[config.mk]
export PLATFORM = sky130hd
export DESIGN_NAME = dependency_check
export DESIGN_NICKNAME = d
export VERILOG_FILES = /design/src/rtl/dependency_check_pkg.sv /design/src/rtl/dependency_check_hazard_compare.sv /design/src/rtl/dependency_check.sv
export SDC_FILE = /design/constraint.sdc
export NUM_CORES = 1
export LEC_CHECK = 0
export CAP_MARGIN = 20
export CORE_ASPECT_RATIO = 2
export CORE_MARGIN = 5
export CORE_UTILIZATION = 51
export CTS_CLUSTER_DIAMETER = 120
export DETAILED_ROUTE_END_ITERATION = 12
export PLACE_DENSITY = 0.67
export SETUP_SLACK_MARGIN = 0.4
export SYNTH_ARGS = -nofsm -noshare
export SYNTH_HDL_FRONTEND = slang
export SYNTH_SLANG_ARGS = --single-unit
export TNS_END_PERCENT = 1
[constraint.sdc]
create_clock -name clk -period 1.95 [get_ports clk]
set_clock_uncertainty 0.05 [all_clocks]
set_input_delay 0.39 -clock clk [delete_from_list [all_inputs] [get_ports clk]]
set_output_delay 0.39 -clock clk [all_outputs]
set_load 0.01 [all_outputs]
[src/rtl/dependency_check_pkg.sv]
// Shared types and constants for the instruction-stream hazard checker.
package dependency_check_pkg;

    localparam int unsigned FIELD_W       = 4;
    localparam int unsigned DEPTH_DEFAULT = 4;
    localparam int unsigned ADDR_W        = 6;
    localparam int unsigned IDX_W         = 4;

    typedef logic [FIELD_W-1:0] field_t;

    localparam field_t OP_ADD = FIELD_W'(0);
    localparam field_t OP_SUB = FIELD_W'(1);
    localparam field_t OP_MUL = FIELD_W'(2);
    localparam field_t OP_DIV = FIELD_W'(3);
    localparam field_t OP_END = FIELD_W'(4);

    // Full instruction record as laid out in memory.
    typedef struct packed {
        field_t opcode;
        field_t rd;
        field_t rs1;
        field_t rs2;
    } instr_t;

    // Register fields only; the opcode never takes part in hazard detection.
    typedef struct packed {
        field_t rd;
        field_t rs1;
        field_t rs2;
    } regs_t;

    typedef enum logic [2:0] {
        FETCH0,
        FETCH1,
        FETCH2,
        FETCH3,
        DONE
    } state_t;

    // Every opcode from END upwards terminates the stream.
    function automatic logic is_end(input field_t op);
        return op >= OP_END;
    endfunction

endpackage

[src/rtl/dependency_check_hazard_compare.sv]
// Compares the new instruction against one window entry.
// Ports: new_i (new instruction registers), old_i / old_valid_i (window
// entry and its valid bit), raw_c / war_c / waw_c (combinational flags).
module hazard_compare
    import dependency_check_pkg::*;
(
    input  regs_t new_i,
    input  regs_t old_i,
    input  logic  old_valid_i,
    output logic  raw_c,
    output logic  war_c,
    output logic  waw_c
);

    assign raw_c = old_valid_i && ((new_i.rs1 == old_i.rd) || (new_i.rs2 == old_i.rd));
    assign war_c = old_valid_i && ((new_i.rd == old_i.rs1) || (new_i.rd == old_i.rs2));
    assign waw_c = old_valid_i && (new_i.rd == old_i.rd);

endmodule

[src/rtl/dependency_check.sv]
// Walks nibble-addressed instruction memory from address 0, decodes
// 4-nibble instructions and reports RAW/WAR/WAW hazards against the
// previous DEPTH instructions. Stops at an END opcode or end of memory.
// Ports: clk, rst (sync, active-high); address/send (memory port);
// report_valid, instr_idx, raw, war, waw (per-instruction report); done.
module dependency_check
    import dependency_check_pkg::*;
#(
    parameter int unsigned DEPTH = DEPTH_DEFAULT
) (
    input  logic                clk,
    input  logic                rst,
    output logic [ADDR_W-1:0]   address,
    input  logic [FIELD_W-1:0]  send,
    output logic                report_valid,
    output logic [IDX_W-1:0]    instr_idx,
    output logic [DEPTH-1:0]    raw,
    output logic [DEPTH-1:0]    war,
    output logic [DEPTH-1:0]    waw,
    output logic                done
);

    state_t              state_q, state_d;
    logic [ADDR_W-1:0]   address_q, address_d;
    field_t              rd_q, rd_d;
    field_t              rs1_q, rs1_d;
    regs_t [DEPTH-1:0]   win_q, win_d;
    logic [DEPTH-1:0]    win_vld_q, win_vld_d;
    logic [IDX_W-1:0]    count_q, count_d;
    logic                report_valid_q, report_valid_d;
    logic [IDX_W-1:0]    instr_idx_q, instr_idx_d;
    logic [DEPTH-1:0]    raw_q, raw_d;
    logic [DEPTH-1:0]    war_q, war_d;
    logic [DEPTH-1:0]    waw_q, waw_d;
    logic                done_q, done_d;

    regs_t               new_c;
    logic [DEPTH-1:0]    raw_c, war_c, waw_c;

    // The instruction being completed; rs2 comes straight off the memory bus.
    always_comb begin
        new_c     = '0;
        new_c.rd  = rd_q;
        new_c.rs1 = rs1_q;
        new_c.rs2 = send;
    end

    // Entry k of the window is the instruction k+1 positions earlier.
    for (genvar k = 0; k < DEPTH; k++) begin : g_cmp
        hazard_compare u_cmp (
            .new_i       (new_c),
            .old_i       (win_q[k]),
            .old_valid_i (win_vld_q[k]),
            .raw_c       (raw_c[k]),
            .war_c       (war_c[k]),
            .waw_c       (waw_c[k])
        );
    end

    // Next-state and output logic.
    always_comb begin
        state_d        = state_q;
        address_d      = address_q;
        rd_d           = rd_q;
        rs1_d          = rs1_q;
        win_d          = win_q;
        win_vld_d      = win_vld_q;
        count_d        = count_q;
        report_valid_d = 1'b0;
        instr_idx_d    = instr_idx_q;
        raw_d          = raw_q;
        war_d          = war_q;
        waw_d          = waw_q;
        done_d         = done_q;

        case (state_q)
            FETCH0: begin
                // Address still advances on the END fetch, then freezes.
                address_d = address_q + ADDR_W'(1);
                if (is_end(send)) begin
                    state_d = DONE;
                    done_d  = 1'b1;
                end else begin
                    state_d = FETCH1;
                end
            end
            FETCH1: begin
                rd_d      = send;
                address_d = address_q + ADDR_W'(1);
                state_d   = FETCH2;
            end
            FETCH2: begin
                rs1_d     = send;
                address_d = address_q + ADDR_W'(1);
                state_d   = FETCH3;
            end
            FETCH3: begin
                report_valid_d = 1'b1;
                instr_idx_d    = count_q;
                raw_d          = raw_c;
                war_d          = war_c;
                waw_d          = waw_c;
                win_d          = {win_q[DEPTH-2:0], new_c};
                win_vld_d      = {win_vld_q[DEPTH-2:0], 1'b1};
                if (count_q == '1) begin
                    // Last slot of memory: address saturates instead of wrapping.
                    state_d = DONE;
                    done_d  = 1'b1;
                end else begin
                    count_d   = count_q + IDX_W'(1);
                    address_d = address_q + ADDR_W'(1);
                    state_d   = FETCH0;
                end
            end
            DONE: begin
                done_d = 1'b1;
            end
            default: begin
                state_d = FETCH0;
            end
        endcase
    end

    // State and output registers.
    always_ff @(posedge clk) begin
        if (rst) begin
            state_q        <= FETCH0;
            address_q      <= '0;
            rd_q           <= '0;
            rs1_q          <= '0;
            win_q          <= '0;
            win_vld_q      <= '0;
            count_q        <= '0;
            report_valid_q <= 1'b0;
            instr_idx_q    <= '0;
            raw_q          <= '0;
            war_q          <= '0;
            waw_q          <= '0;
            done_q         <= 1'b0;
        end else begin
            state_q        <= state_d;
            address_q      <= address_d;
            rd_q           <= rd_d;
            rs1_q          <= rs1_d;
            win_q          <= win_d;
            win_vld_q      <= win_vld_d;
            count_q        <= count_d;
            report_valid_q <= report_valid_d;
            instr_idx_q    <= instr_idx_d;
            raw_q          <= raw_d;
            war_q          <= war_d;
            waw_q          <= waw_d;
            done_q         <= done_d;
        end
    end

    assign address      = address_q;
    assign report_valid = report_valid_q;
    assign instr_idx    = instr_idx_q;
    assign raw          = raw_q;
    assign war          = war_q;
    assign waw          = waw_q;
    assign done         = done_q;

endmodule

## After elaboration in Yosys (flattened, before gate mapping)

Index checks and enable logic that the tools add are counted.

- Output and inout port bits: 24
- Register bits after elaboration: 91
- Logic and storage cells: 92
- Input port bits: 6

- Reduce and logical (&&, ||, !) cells: 27
- Muxes and demuxes: 9
- Magnitude comparators: 1
- Add/sub/neg operators: 2
- Equal/unequal tests: 28
- Bitwise logic cells: 1

Operators with widths:

| cell | count |
|---|---|
| 4-bit equality test | 20 |
| 3-bit case mux with 5 select lines | 1 |
| 1-bit logical AND | 12 |
| 6-bit case mux with 2 select lines | 1 |
| 1-bit logical OR | 8 |
| 6-bit by 1-bit adder with 6-bit output, second input constant | 1 |
| 3-bit by 2-bit equality test with 1-bit output, second input constant | 2 |
| 3-bit two-way mux | 2 |
| 6-bit two-way mux | 1 |
| 2-bit inequality test, second input constant | 3 |
| 4-bit by 1-bit adder with 4-bit output, second input constant | 1 |
| 4-bit equality test, second input constant | 1 |
| 4-bit by 3-bit greater-or-equal comparator with 1-bit output, second input constant | 1 |
| 2-bit AND reduction | 2 |
| 3-bit by 1-bit equality test with 1-bit output, second input constant | 1 |
| 3-bit equality test, second input constant | 1 |
| 3-bit zero test | 1 |
| 1-bit two-way mux | 3 |
| 1-bit case mux with 3 select lines | 1 |
| 3-bit AND reduction | 1 |
| 3-bit nonzero test | 1 |
| 3-bit OR reduction | 1 |
| 2-bit nonzero test | 1 |
| 1-bit inverter | 1 |

## Logic depth before layout (Yosys ltp)

Gate-level depths: netlist of the first run.

- Word-level depth: 4
- Mapped depth: 6
- Mapped depth without buffers: 5

## Hierarchy

From an unflattened synthesis of the first run, not the netlist that was laid out.

- Cells, all modules: 504
- Area, all modules: 4,197.8 µm²

Modules (own cells, without submodules):

| module | cells each | instances | seq. area each (µm²) | area an instance (µm²) |
|---|---|---|---|---|
| dependency_check | 392 | 1 | 1,821.7 | 3,271.9 |
| hazard_compare | 28 | 4 | 0.0 | 231.5 |

## Worst setup path after synthesis of the first run

OpenSTA, ideal clock, no wires.

- Path kind: register to register
- Start: register count_q[0]
- End: register address_q[3], in the netlist address[3]
- Buffers on the path: 0
- Data arrival time: 1.319 ns
- Clock period less this slack: 1.497 ns
- Required time: 1.772 ns
- Slack: 0.453 ns
- Stages on the path, launching flop included: 6
- Setup time: 0.128 ns
- Cell sequence: dfxtp_1 > ha_1 > and3_1 > a311o_2 > xor2_1 > nor2_1

- Word-level cells in the longest chain between the ends: 3

Ends and longest elaborated chain:

| element | RTL line | text |
|---|---|---|
| start: declaration | dependency_check.sv:29 | `logic [IDX_W-1:0] count_q, count_d;` |
| start signal: assignment | dependency_check.sv:147 | `count_q <= count_d;` |
| 4-bit equality test | dependency_check.sv:105 | `if (count_q == '1) begin` |
| 2-bit inequality test (no line) | n/a |  |
| 2-bit AND reduction (no line) | n/a |  |
| end signal: assignment | dependency_check.sv:142 | `address_q <= address_d;` |
| end: declaration | dependency_check.sv:24 | `logic [ADDR_W-1:0] address_q, address_d;` |

Every way passes these cells.
A chain may end at the register's enable or synchronous reset.

## Final worst setup path of the first run

- Start: register raw_q[2], in the netlist raw[2]
- End: output raw[2]

RTL lines:

| element | RTL line | text |
|---|---|---|
| start: declaration | dependency_check.sv:32 | `logic [DEPTH-1:0] raw_q, raw_d;` |
| start signal: assignment | dependency_check.sv:150 | `raw_q <= raw_d;` |
| end: declaration | dependency_check.sv:17 | `output logic [DEPTH-1:0] raw,` |

No word-level cell between the ends.

==> impl_metrics.toml, run 1 <==
[power_and_ir_drop]
p_leak_nw = 1.93
comb_power_share_pct = 6.1
switching_share_pct = 22.8
pwr-share-seq_pct = 48.8
clockPowerShare_pct = 45.1
p_switching_mw = 0.888
intPower_mw = 3.01
vdd_drop_max_uv = 622
powerDensity_mw_per_mm2 = 791

[yosys]
synth_seq_cells = 91
syn_area_mm2 = 0.00429
synth_edf_count = 0
synth_top_cell_by_area = "dfxtp_1"
ys_dominant_reg_cell = "dfxtp_1"
syn_area_per_cell_um2 = 8.51
ys_top_cells_by_area = "dfxtp_1 (42%), nand2_1 (10%), xor2_1 (9.8%)"
async_flop_share_pct = 0
syn_nets = 512
synth_top_cell_area_share_pct = 42.5
syn_inst = 504
yosysSeqAreaShare_pct = 42.5
synth_warnings = 0
ys_types = 36

[critical_path]
crit_path_end_kind = "primary output"
cp_slowest_cell = "clkdlybuf4s50_1"
crit_chain = "clkdlybuf4s50_1"
startpoint = "raw[2]$_SDFFE_PP0P_"
r2r_end = "done$_SDFFE_PP0P_"
cpPeakStageDelay_ns = 0.57
critPathTopFamily = "buffers and inverters"
start_kind = "flop"
worstSetupPathType = "flop to primary output"
required_ns = 1.51
cp_max_fo = 2
r2r_slack_ns = 0.24
r2r_start = "state_q[0]$_SDFFE_PP0P_"
cp.buffers_inverters = 1
worstRegToRegCells = 4
arrival_ns = 1.30
cp.depth = 1
endpoint = "raw[2]"

[route]
wl_um = 10600
wl_per_cell_um = 17.2
dr.pass1.iters = 4
vias = 3331
drtAntennaViolNets = 0
drcViolationCount = 0
via_per_inst = 5.38
drtIter0Drc = 226

[floorplanning]
dieArea_mm2 = 0.0105
initial_core_util_pct = 52.1
die_w_um = 74.8
pin_count = 30
fp.dieH_um = 140
core_mm2 = 0.00823
rows = 47

[place]
gp_congestion = 0.887
postPlaceCellArea_mm2 = 0.00462
place_inst = 603
io_buffers = 29
dpl.hpwl_um = 7750

[clock_network]
cts_sinks = 91
root_buffer = "clkbuf_16"
ctsHtreeMaxLevel = 3
clk_pin_slew_ns = 0.06
clock_latency_ns = 0.34
cts_tree = "yes"
clk_path_buf_depth = 2
hold_buffers = 0
cts_made_buffers = 9

[sta]
worst_slew_pin_slew_ns = 0.621
drv_slew = 0
hold_violations = 0
fin_crit_sh_pct = 89.2
finalSetupViolations = 0
clock.fmax_ghz = 0.575
relSlewSlack_pct = 58.4
period_needed_ns = 1.74
rsz0062_at_grt = "yes"

[global_route]
grt_pass1_vias = 3329
grt_pass1_wl_um = 17100
grt_max_degree = 45
gr-total-overflow = 0
grt_use_total_pct = 21.9
antenna_found_initial = 0

[layout]
drive_gt1_share_pct = 10.4
stdcell_count = 619
n_antenna_cell = 0
final_core_util_pct = 59.9
num-nets-final = 524
syn_to_final_growth_pct = 15.0
fin_area_mm2 = 0.00493

[worst_hold_path]
hp-class = "input pin to flop"

[flow_run]
maxCapViolCount = 0

[status]
outcome = "completed"
## cells in the mapped netlist, drive strengths merged, types with 2 or more instances
master	count
mux2i	8
o211ai	2
clkbuf	24
a32o	8
nor2	21
ha	2
a21oi	65
o41ai	8
nor3	7
and3	2
buf	29
dfxtp	91
nor3b	2
nand4	12
xnor2	39
nand2	120
nand3	4
xor2	48
## worst min path at each step
stage / startpoint / cells past startpoint / slack (ns) / endpoint
floorplan: win_q[36]$_SDFFE_PP0P_ / 2 / 0.40 / win_q[36]$_SDFFE_PP0P_
global placement: waw[0]$_SDFFE_PP0P_ / 2 / 0.39 / waw[0]$_SDFFE_PP0P_
detailed placement: instr_idx[0]$_SDFFE_PP0P_ / 2 / 0.40 / instr_idx[0]$_SDFFE_PP0P_
CTS: rst / 2 / 0.38 / count_q[0]$_SDFFE_PP0P_
global route: rst / 2 / 0.41 / count_q[0]$_SDFFE_PP0P_
finish: rst / 2 / 0.39 / count_q[0]$_SDFFE_PP0P_
## routing by layer
layer	global-route usage [%]	vias to the layer above	wire, um
li1	-	1680	-
met1	22.9	1569	3860
met2	38.7	54	6010
met3	4.84	28	258
met4	11.4	0	516
met5	0	-	0
## through the flow
stage          setup WS (ns)  hold slack [ns]  total power, mW  setup TNS [ns]
3_5_place_dp         -0.0874            0.400             2.18         -0.0874
5_1_grt                0.139            0.409             4.04               0
3_3_place_gp         -0.0306            0.393             2.18         -0.0306
4_1_cts                0.187            0.380             3.93               0
2_1_floorplan          0.453            0.398             2.09               0
6_report               0.211            0.393             3.90               0
## final cells by class
| class | count | area, um^2 |
|---|---|---|
| flip-flops and latches | 91 | 1820 |
| multi-input cells | 358 | 2170 |
| inverters | 2 | 12.5 |
| clock inverters | 6 | 63.8 |
| fillers | 775 | 3300 |
| well taps | 98 | 123 |
| repair buffers | 54 | 499 |
| clock buffers | 10 | 239 |
## cells by family after synthesis
group	after synthesis	share of synthesized area, %
and+or+nand+nor	173	17.9
xor gates and xnor gates	87	17.8
AOI/OAI and AO/OA	88	12.4
buffers and inverters	55	7.03
DFF	91	42.5
adders and majority gates	2	0.584
muxes	8	1.87
## registers in the layout, indices dropped and copies added (netlist names)
| register | cells |
|---|---|
| done | 1 |
| count_q | 4 |
| instr_idx | 4 |
| rd_q | 4 |
| win_q | 48 |
| war | 4 |
| rs1_q | 4 |
| waw | 4 |
| address | 6 |
| raw | 4 |
| state_q | 3 |
| win_vld_q | 4 |
| report_valid | 1 |
## power groups by stage
stage	clock, mW	combinational [mW]	sequential, mW
detailed placement	0	0.238	1.94
global placement	0	0.234	1.94
global route	1.88	0.255	1.90
floorplan	0	0.161	1.93
CTS	1.79	0.237	1.90
finish	1.76	0.236	1.90
## placed cells by master, fill, tap and decap left out, drive strengths merged, types with 3 or more instances in the layout
master / n
nand2: 120
dfxtp: 91
a21oi: 65
xor2: 48
xnor2: 39
clkdlybuf4s50: 26
buf: 26
nor2: 21
nand4: 12
clkbuf: 10
mux2i: 8
o41ai: 8
a32o: 8
nor3: 7
nand3: 4
clkinv: 3
## timing repair
item | CTS | global route
setup buffers | 0 | 0
pin swaps | 0 | 0
endpoints found under the setup margin | 85 | 110
resized for setup | 1 | 4
(Power assumes the default switching activity.)
==> run 2: changes to the inputs <==
--- a/config.mk
+++ b/config.mk
@@ -12,6 +12,7 @@
 export CTS_CLUSTER_DIAMETER = 120
 export DETAILED_ROUTE_END_ITERATION = 12
 export PLACE_DENSITY = 0.67
+export RECOVER_POWER = 50
 export SETUP_SLACK_MARGIN = 0.4
 export SYNTH_ARGS = -nofsm -noshare
 export SYNTH_HDL_FRONTEND = slang
==> run 2 against run 1 <==
Final area shrank 0.81%. Critical endpoint is now win_q[23]$_SDFFE_PP0P_. Sequential cell count is the same. Register-to-register slack got worse by 0.03 ns. Non-clock buffer count unchanged. Power is 0.11% lower. Hold slack barely moved. Critical path type is now flop to flop. Cell count stayed put. Via count increased by 0.39%.
==> impl_metrics.toml, run 2 (synthesis results as in run 1) <==
[status]
outcome = "completed"

[floorplanning]
dieArea_mm2 = 0.0105
die_w_um = 74.8
initial_core_util_pct = 52.1
core_mm2 = 0.00823
rows = 47
fp.dieH_um = 140
pin_count = 30

[clock_network]
root_buffer = "clkbuf_16"
hold_buffers = 0
clk_pin_slew_ns = 0.06
post_cts_buffers = 0
ctsHtreeMaxLevel = 3
clock_latency_ns = 0.34
cts_tree = "yes"
cts_made_buffers = 9
clk_path_buf_depth = 2
cts_sinks = 91

[place]
post-place-ws_ns = -0.0874
gp_congestion = 0.887
place_inst = 603
dpl.hpwl_um = 7750
io_buffers = 29

[sta]
tns_ns = 0
hold_violations = 0
finalSetupViolations = 0
rsz0062_at_grt = "yes"
drv_slew = 0
holdWs_ns = 0.393
period_needed_ns = 1.74
fin_crit_sh_pct = 89.4
clock.fmax_ghz = 0.574
worst_slew_pin_slew_ns = 0.821
finalWorstSetupSlack_ns = 0.207
relSlewSlack_pct = 45.2

[global_route]
gr-total-overflow = 0
grt_pass1_vias = 3329
antenna_found_initial = 0
grt_use_total_pct = 21.9
grt_pass1_wl_um = 17100
grt_max_degree = 45

[route]
wl_per_cell_um = 17.2
drtAntennaViolNets = 0
dr.pass1.iters = 4
wl_um = 10700
drcViolationCount = 0
drtIter0Drc = 223
vias = 3344
via_per_inst = 5.40

[power_and_ir_drop]
powerDensity_mw_per_mm2 = 796
comb_power_share_pct = 5.9
switching_share_pct = 22.8
p_leak_nw = 1.89
p_switching_mw = 0.887
clockPowerShare_pct = 45.2
intPower_mw = 3.01
pwr-share-seq_pct = 48.8
vdd_drop_max_uv = 628

[critical_path]
r2r_slack_ns = 0.21
required_ns = 2.11
r2r_start = "state_q[0]$_SDFFE_PP0P_"
r2r_end = "win_q[23]$_SDFFE_PP0P_"
cp_max_fo = 44
worstSetupPathType = "flop to flop"
crit_path_end_kind = "flop"
start_kind = "flop"
arrival_ns = 1.90
worstRegToRegCells = 4

[layout]
layout_common_cells = "nand2_1 (119), dfxtp_1 (89), a21oi_1 (65)"
final_core_util_pct = 59.4
largest_register_ffs = 48
num-nets-final = 524
stdcell_count = 619
n_antenna_cell = 0
syn_to_final_growth_pct = 14.1
final_common_cell = "nand2_1"
drive_gt1_share_pct = 9.60
fillers = 777
top_register = "win_q"

[worst_hold_path]
hp-start = "rst"
hold_end = "count_q[0]$_SDFFE_PP0P_"
hold-path-cell-count = 2
hp-class = "input pin to flop"

[flow_run]
maxCapViolCount = 0
[run 2: changes by cell type in the layout (fill, tap and decap cells not counted), moves of 2 or more]
cell,change
clkdlybuf4s50_1,-5
dlygate4sd3_1,+5
buf_4,-3
clkbuf_2,+2
[run 2: power by group through the flow]
stage	clock network [mW]	registers, mW	logic (mW)
2_1_floorplan	0	1.93	0.161
3_5_place_dp	0	1.94	0.238
3_3_place_gp	0	1.94	0.234
4_1_cts	1.79	1.90	0.237
6_report	1.76	1.90	0.231
5_1_grt	1.88	1.90	0.251
[run 2: metrics by stage]
step | power [mW] | instance area [um^2]
global placement | 2.18 | 4620
detailed placement | 2.18 | 4620
floorplan | 2.09 | 4290
CTS | 3.93 | 4920
global route | 4.04 | 4890
finish | 3.89 | 4890
[run 2: repair_timing]
item	CTS	global route
hold endpoints to repair	0	0
endpoints found under the setup margin	85	110
gates resized for setup	1	4
pin swaps	0	0
gates cloned	0	0
[run 2: worst max path at each step]
stage                     slack, ns                       to               startpoint  depth (start not counted)
after floorplan                0.45  address[3]$_SDFFE_PP0P_  count_q[0]$_SDFFE_PP0P_                          5
after global placement        -0.03      raw[3]$_SDFFE_PP0P_                  send[2]                          5
after detailed placement      -0.09      raw[3]$_SDFFE_PP0P_                  send[2]                          5
after CTS                      0.19                   raw[2]      raw[2]$_SDFFE_PP0P_                          1
after global routing           0.07   win_q[23]$_SDFFE_PP0P_  state_q[0]$_SDFFE_PP0P_                          4
final                          0.21   win_q[23]$_SDFFE_PP0P_  state_q[0]$_SDFFE_PP0P_                          4
[run 2: layout make-up]
type / count / area [um^2] / area share [%]
timing repair buffer: 54 / 479 / 9.80
clock buffer: 10 / 239 / 4.89
sequential: 91 / 1820 / 37.3
clock inverter: 6 / 63.8 / 1.30
tap: 98 / 123 / 2.51
multi-input combinational: 358 / 2150 / 43.9
inverter: 2 / 12.5 / 0.256
[run 2: layer usage]
metal	track usage [%]	share of wire, %	vias to the layer above
met5	0	0	-
met4	11.4	5.2	0
met3	4.84	2.6	30
met2	38.7	56	55
met1	22.9	36	1582
li1	-	-	1677
[run 2: worst max-delay path, stage by stage, from the launching register on]
cell and delay (ns):
dfxtp_1 0.59, nand3b_2 0.40, buf_6 0.35, nand2_1 0.12, a21oi_1 0.07
==> run 3: changes to the inputs <==
--- a/config.mk
+++ b/config.mk
@@ -5,13 +5,14 @@
 export SDC_FILE = /design/constraint.sdc
 export NUM_CORES = 1
 export LEC_CHECK = 0
+export ABC_CLOCK_PERIOD_IN_PS = 1950
 export CAP_MARGIN = 20
 export CORE_ASPECT_RATIO = 2
 export CORE_MARGIN = 5
-export CORE_UTILIZATION = 51
+export CORE_UTILIZATION = 40
 export CTS_CLUSTER_DIAMETER = 120
 export DETAILED_ROUTE_END_ITERATION = 12
-export PLACE_DENSITY = 0.67
+export PLACE_DENSITY = 0.54
 export RECOVER_POWER = 50
 export SETUP_SLACK_MARGIN = 0.4
 export SYNTH_ARGS = -nofsm -noshare
==> run 3 against run 2 <==
Cell count grew 5.8%. Non-clock buffer count shrank 2. Hold slack gained 0.015 ns. Critical path depth shrank 3. Core utilization shrank 12 points. Count of clock-buffer cells in the layout grew 1. Via count shrank 0.42%. Largest cell class unchanged.
==> impl_metrics.toml, run 3 (synthesis results as in run 1) <==
[status]
outcome = "completed"

[sta]
hold_violations = 0
drv_slew = 0
relSlewSlack_pct = 30.9
tns_ns = 0
fin_crit_sh_pct = 88.1
finalSetupViolations = 0
worst_slew_pin_slew_ns = 1.04
clock.fmax_ghz = 0.582
rsz0062_at_grt = "yes"
period_needed_ns = 1.72

[worst_hold_path]
hold_end = "instr_idx[2]$_SDFFE_PP0P_"
hold-path-cell-count = 2
hp-start = "instr_idx[2]$_SDFFE_PP0P_"
hp-class = "flop to flop"

[floorplanning]
rows = 53
fp.dieH_um = 156
core_mm2 = 0.0105
pin_count = 30
dieArea_mm2 = 0.0130
initial_core_util_pct = 40.7
die_w_um = 83.2

[route]
dr.pass1.iters = 4
vias = 3330
via_per_inst = 5.08
drcViolationCount = 0
wl_um = 10900
drtAntennaViolNets = 0
drtIter0Drc = 209
wl_per_cell_um = 16.6

[critical_path]
critPathTopFamily = "buffers and inverters"
r2r_slack_ns = 0.24
worstRegToRegCells = 5
r2r_start = "count_q[0]$_SDFFE_PP0P_"
cpPeakStageDelay_ns = 0.56
start_kind = "flop"
cp.buffers_inverters = 1
arrival_ns = 1.28
r2r_end = "address[5]$_SDFFE_PP0P_"
worstSetupPathType = "flop to primary output"
required_ns = 1.51
cp_slowest_cell = "clkdlybuf4s50_1"
cp_max_fo = 4
crit_path_end_kind = "primary output"
crit_chain = "clkdlybuf4s50_1"

[layout]
syn_to_final_growth_pct = 16.0
multi_input_area_mm2 = 0.00216
drive_gt1_share_pct = 8.30
n_antenna_cell = 0
top_register = "win_q"
num-nets-final = 522
ff_latch_area_mm2 = 0.00182
fillers = 1039
largest_register_ffs = 48
final_core_util_pct = 47.2
final_common_cell = "nand2_1"
layout_common_cells = "nand2_1 (119), dfxtp_1 (91), a21oi_1 (65)"

[global_route]
grt_use_total_pct = 17.3
grt_pass1_vias = 3312
grt_max_degree = 51
grt_pass1_wl_um = 17400
gr-total-overflow = 0
antenna_found_initial = 0

[clock_network]
ctsHtreeMaxLevel = 3
root_buffer = "clkbuf_16"
clk_path_buf_depth = 2
clk_pin_slew_ns = 0.07
cts_sinks = 91
hold_buffers = 0
cts_tree = "yes"
cts_made_buffers = 9
post_cts_buffers = 0
clock_latency_ns = 0.34

[power_and_ir_drop]
powerDensity_mw_per_mm2 = 795
p_leak_nw = 1.90
vdd_drop_max_uv = 555

[place]
gp_congestion = 0.933
dpl.hpwl_um = 8050
io_buffers = 29

[flow_run]
maxCapViolCount = 0
[run 3: cell types whose count changed in the layout (fill, tap and decap cells not counted), moves of 3 or more]
cell             before  now
buf_12                1    4
buf_4                20   16
clkbuf_1              1    4
clkdlybuf4s50_1      21   26
dlygate4sd3_1         5    0
[run 3: timing repair]
action,CTS,global route
gates resized for setup,1,1
setup endpoints to repair,38,88
gates cloned,0,0
[run 3: worst max-delay path by stage]
stage	slack (ns)	end	start	cells after the start
2_1_floorplan	0.45	address[3]$_SDFFE_PP0P_	count_q[0]$_SDFFE_PP0P_	5
3_3_place_gp	0.1	raw[3]$_SDFFE_PP0P_	send[2]	5
3_5_place_dp	0.09	raw[3]$_SDFFE_PP0P_	send[2]	5
4_1_cts	0.20	address[0]	address[0]$_SDFFE_PP0P_	1
5_1_grt	0.12	win_q[7]$_SDFFE_PP0P_	state_q[1]$_SDFFE_PP0P_	4
6_report	0.23	address[2]	address[2]$_SDFFE_PP0P_	1
[run 3: per-stage QoR]
stage	hold slack [ns]	area (um^2)	total power, mW	setup WS (ns)	instances
final	0.408	4970	3.95	0.231	655
after global routing	0.428	4970	4.11	0.115	655
after CTS	0.306	4990	4.01	0.197	655
after detailed placement	0.402	4680	2.18	0.0914	640
after global placement	0.394	4680	2.18	0.0953	640
after floorplan	0.398	4290	2.09	0.453	504
[run 3: final cells by class]
cell class | count | area share, %
clock buffers | 11 | 4.68
clock inverters | 4 | 1.53
inverters | 2 | 0.252
multi-input cells | 358 | 43.4
flip-flops and latches | 91 | 36.6
well taps | 137 | 3.45
repair buffers | 52 | 10.0
[run 3: report_power, final]
part | internal [mW] | switching [mW]
clock network | 1.12 | 0.706
logic | 0.100 | 0.132
registers | 1.88 | 0.0219
total | 3.09 | 0.860
[run 3: layer usage]
| metal | GRT usage [%] | part of all wire (%) | vias up |
|---|---|---|---|
| met2 | 34.3 | 58 | 42 |
| met4 | 8.89 | 3.6 | 0 |
| met5 | 0 | 0 | - |
| met1 | 16.9 | 37 | 1585 |
| met3 | 2.63 | 1.8 | 20 |
| li1 | - | - | 1683 |
[run 3: worst min-delay path: stages (launching register included)]
cell     delay (ns)
dfxtp_1        0.31
nand2_1        0.05
a21oi_1        0.05
==> edit (flow settings as in run 1) <==
Change the package constant `IDX_W` from 4 to 5.
--- a/src/rtl/dependency_check_pkg.sv
+++ b/src/rtl/dependency_check_pkg.sv
@@ -4,7 +4,7 @@
     localparam int unsigned FIELD_W       = 4;
     localparam int unsigned DEPTH_DEFAULT = 4;
     localparam int unsigned ADDR_W        = 6;
-    localparam int unsigned IDX_W         = 4;
+    localparam int unsigned IDX_W         = 5;
 
     typedef logic [FIELD_W-1:0] field_t;
 
Interface: changed (resized instr_idx); port bits go from 30 to 31. The function was not compared with the original's and may differ.
==> edit against run 1 <==
First-iteration DRC count up 41%; clock power is 3% higher; routed wire length decreased by 1.8%; cell area is 1.5% higher; sequential cell count up 2; hold slack better by 12 ps; power rose by 2.3%; setup slack worse by 22 ps; area after synthesis is 1.3% higher; die area is 1.2% higher.
==> edit: results (changes against run 1) <==
outcome complete, no violations; Hold Path Class flip-flop to flip-flop; hold path start waw[0]; first drt pass iteration count 4 (unchanged); vias 3,353 (+0.66%); Slew @ Worst Pin 746 ps (+125 ps); Clock group 1.82 mW (+3%); Tot Pwr 3.99 mW (+2.3%); slowest CP cell dfxtp_4; DRT iter0 DRCs 318 (+41%); Tot GR Track Use 0.216 (-0.00302); largest net degree at the start of global routing 86 (+91%); Hold Path Sink waw[0]; worst-path fanout max 5 (+3); top cells by area, synth dfxtp_1 (43%), nand2_1 (10%), xor2_1 (10%); hold slack 404 ps (+11.8 ps); ClkCell Share 0.0612 (-0.000156); met2 usage 0.377 (-0.0106); syn nets 517 (+0.98%); met2 WL 5700 µm (-5.1%); share of layout cells above drive strength 1 0.0958 (-0.00786); CP Data Arrival Time 1930 ps (+630 ps); global-route wire length before repair 17,200 µm (+0.16%); # clk buffers 11 (+1); Setup crit end count_q[3]; Post-DP HPWL 7270 µm (-6.1%); Non-CTS buffers 53 (-1.9%); met3 WL post-DR 390 µm (+51%); Pleak 1.91 nW (-1.4%); register area share after synthesis 0.428 (+0.00359); Data buffer area share 0.0983 (-0.00299); Setup Fix Bufs, Post-CTS 0 (unchanged); GR Layer Usage met1 0.230 (+0.00125); r2r worst-path depth 7 (+3); WL/cell 16.8 µm (-2.0%); CTS Sinks 93 (+2.2%); Port Buf Inserts 30 (+3.4%); Critical Path Start count_q[0]; multi-input gate share of the layout cell area 0.442 (+0.00226); Distinct cells, synth 29 (-19%); crit-path max cell delay 360 ps (-210 ps); list of most frequent post-synthesis cells nand2_1 (121), dfxtp_1 (93), a21oi_1 (64), xor2_1 (50), xnor2_1 (39); Nets 527 (+0.57%); flop2flop setup slack 190 ps (-50 ps); FILL cells 759 (-2.1%); Final GP Congestion 0.847 (-4.5%); met1 wire length 3890 µm (+0.83%); met3 usage 0.0516 (+0.00327)
[edit: worst max-delay path, delay by kind of cell, from the launching register on]
family,cells,cell delay [ps]
adders and majority gates,2,330
xor gates and xnor gates,1,170
DFF,1,360
and+or+nand+nor,4,730
[edit: through the flow]
| stage | area [µm²] | setup WS (ps) | util | std cells |
|---|---|---|---|---|
| 6_report | 5000 | 189 | 0.604 | 620 |
| 5_1_grt | 5000 | 97.6 | 0.604 | 620 |
| 4_1_cts | 4970 | 189 | 0.599 | 617 |
| 3_5_place_dp | 4660 | -16.2 | 0.562 | 602 |
| 3_3_place_gp | 4660 | 53.8 | 0.562 | 602 |
| 2_1_floorplan | 4370 | 308 | - | 508 |
[edit: cell families after synthesis]
kind of cell    after synthesis  synth area share
compound gates               83             0.115
xor+xnor                     89             0.179
fa+ha+maj                     3           0.00864
buf+inv                      55            0.0691
flops                        93             0.428
mux                           9            0.0207
simple gates                176             0.178
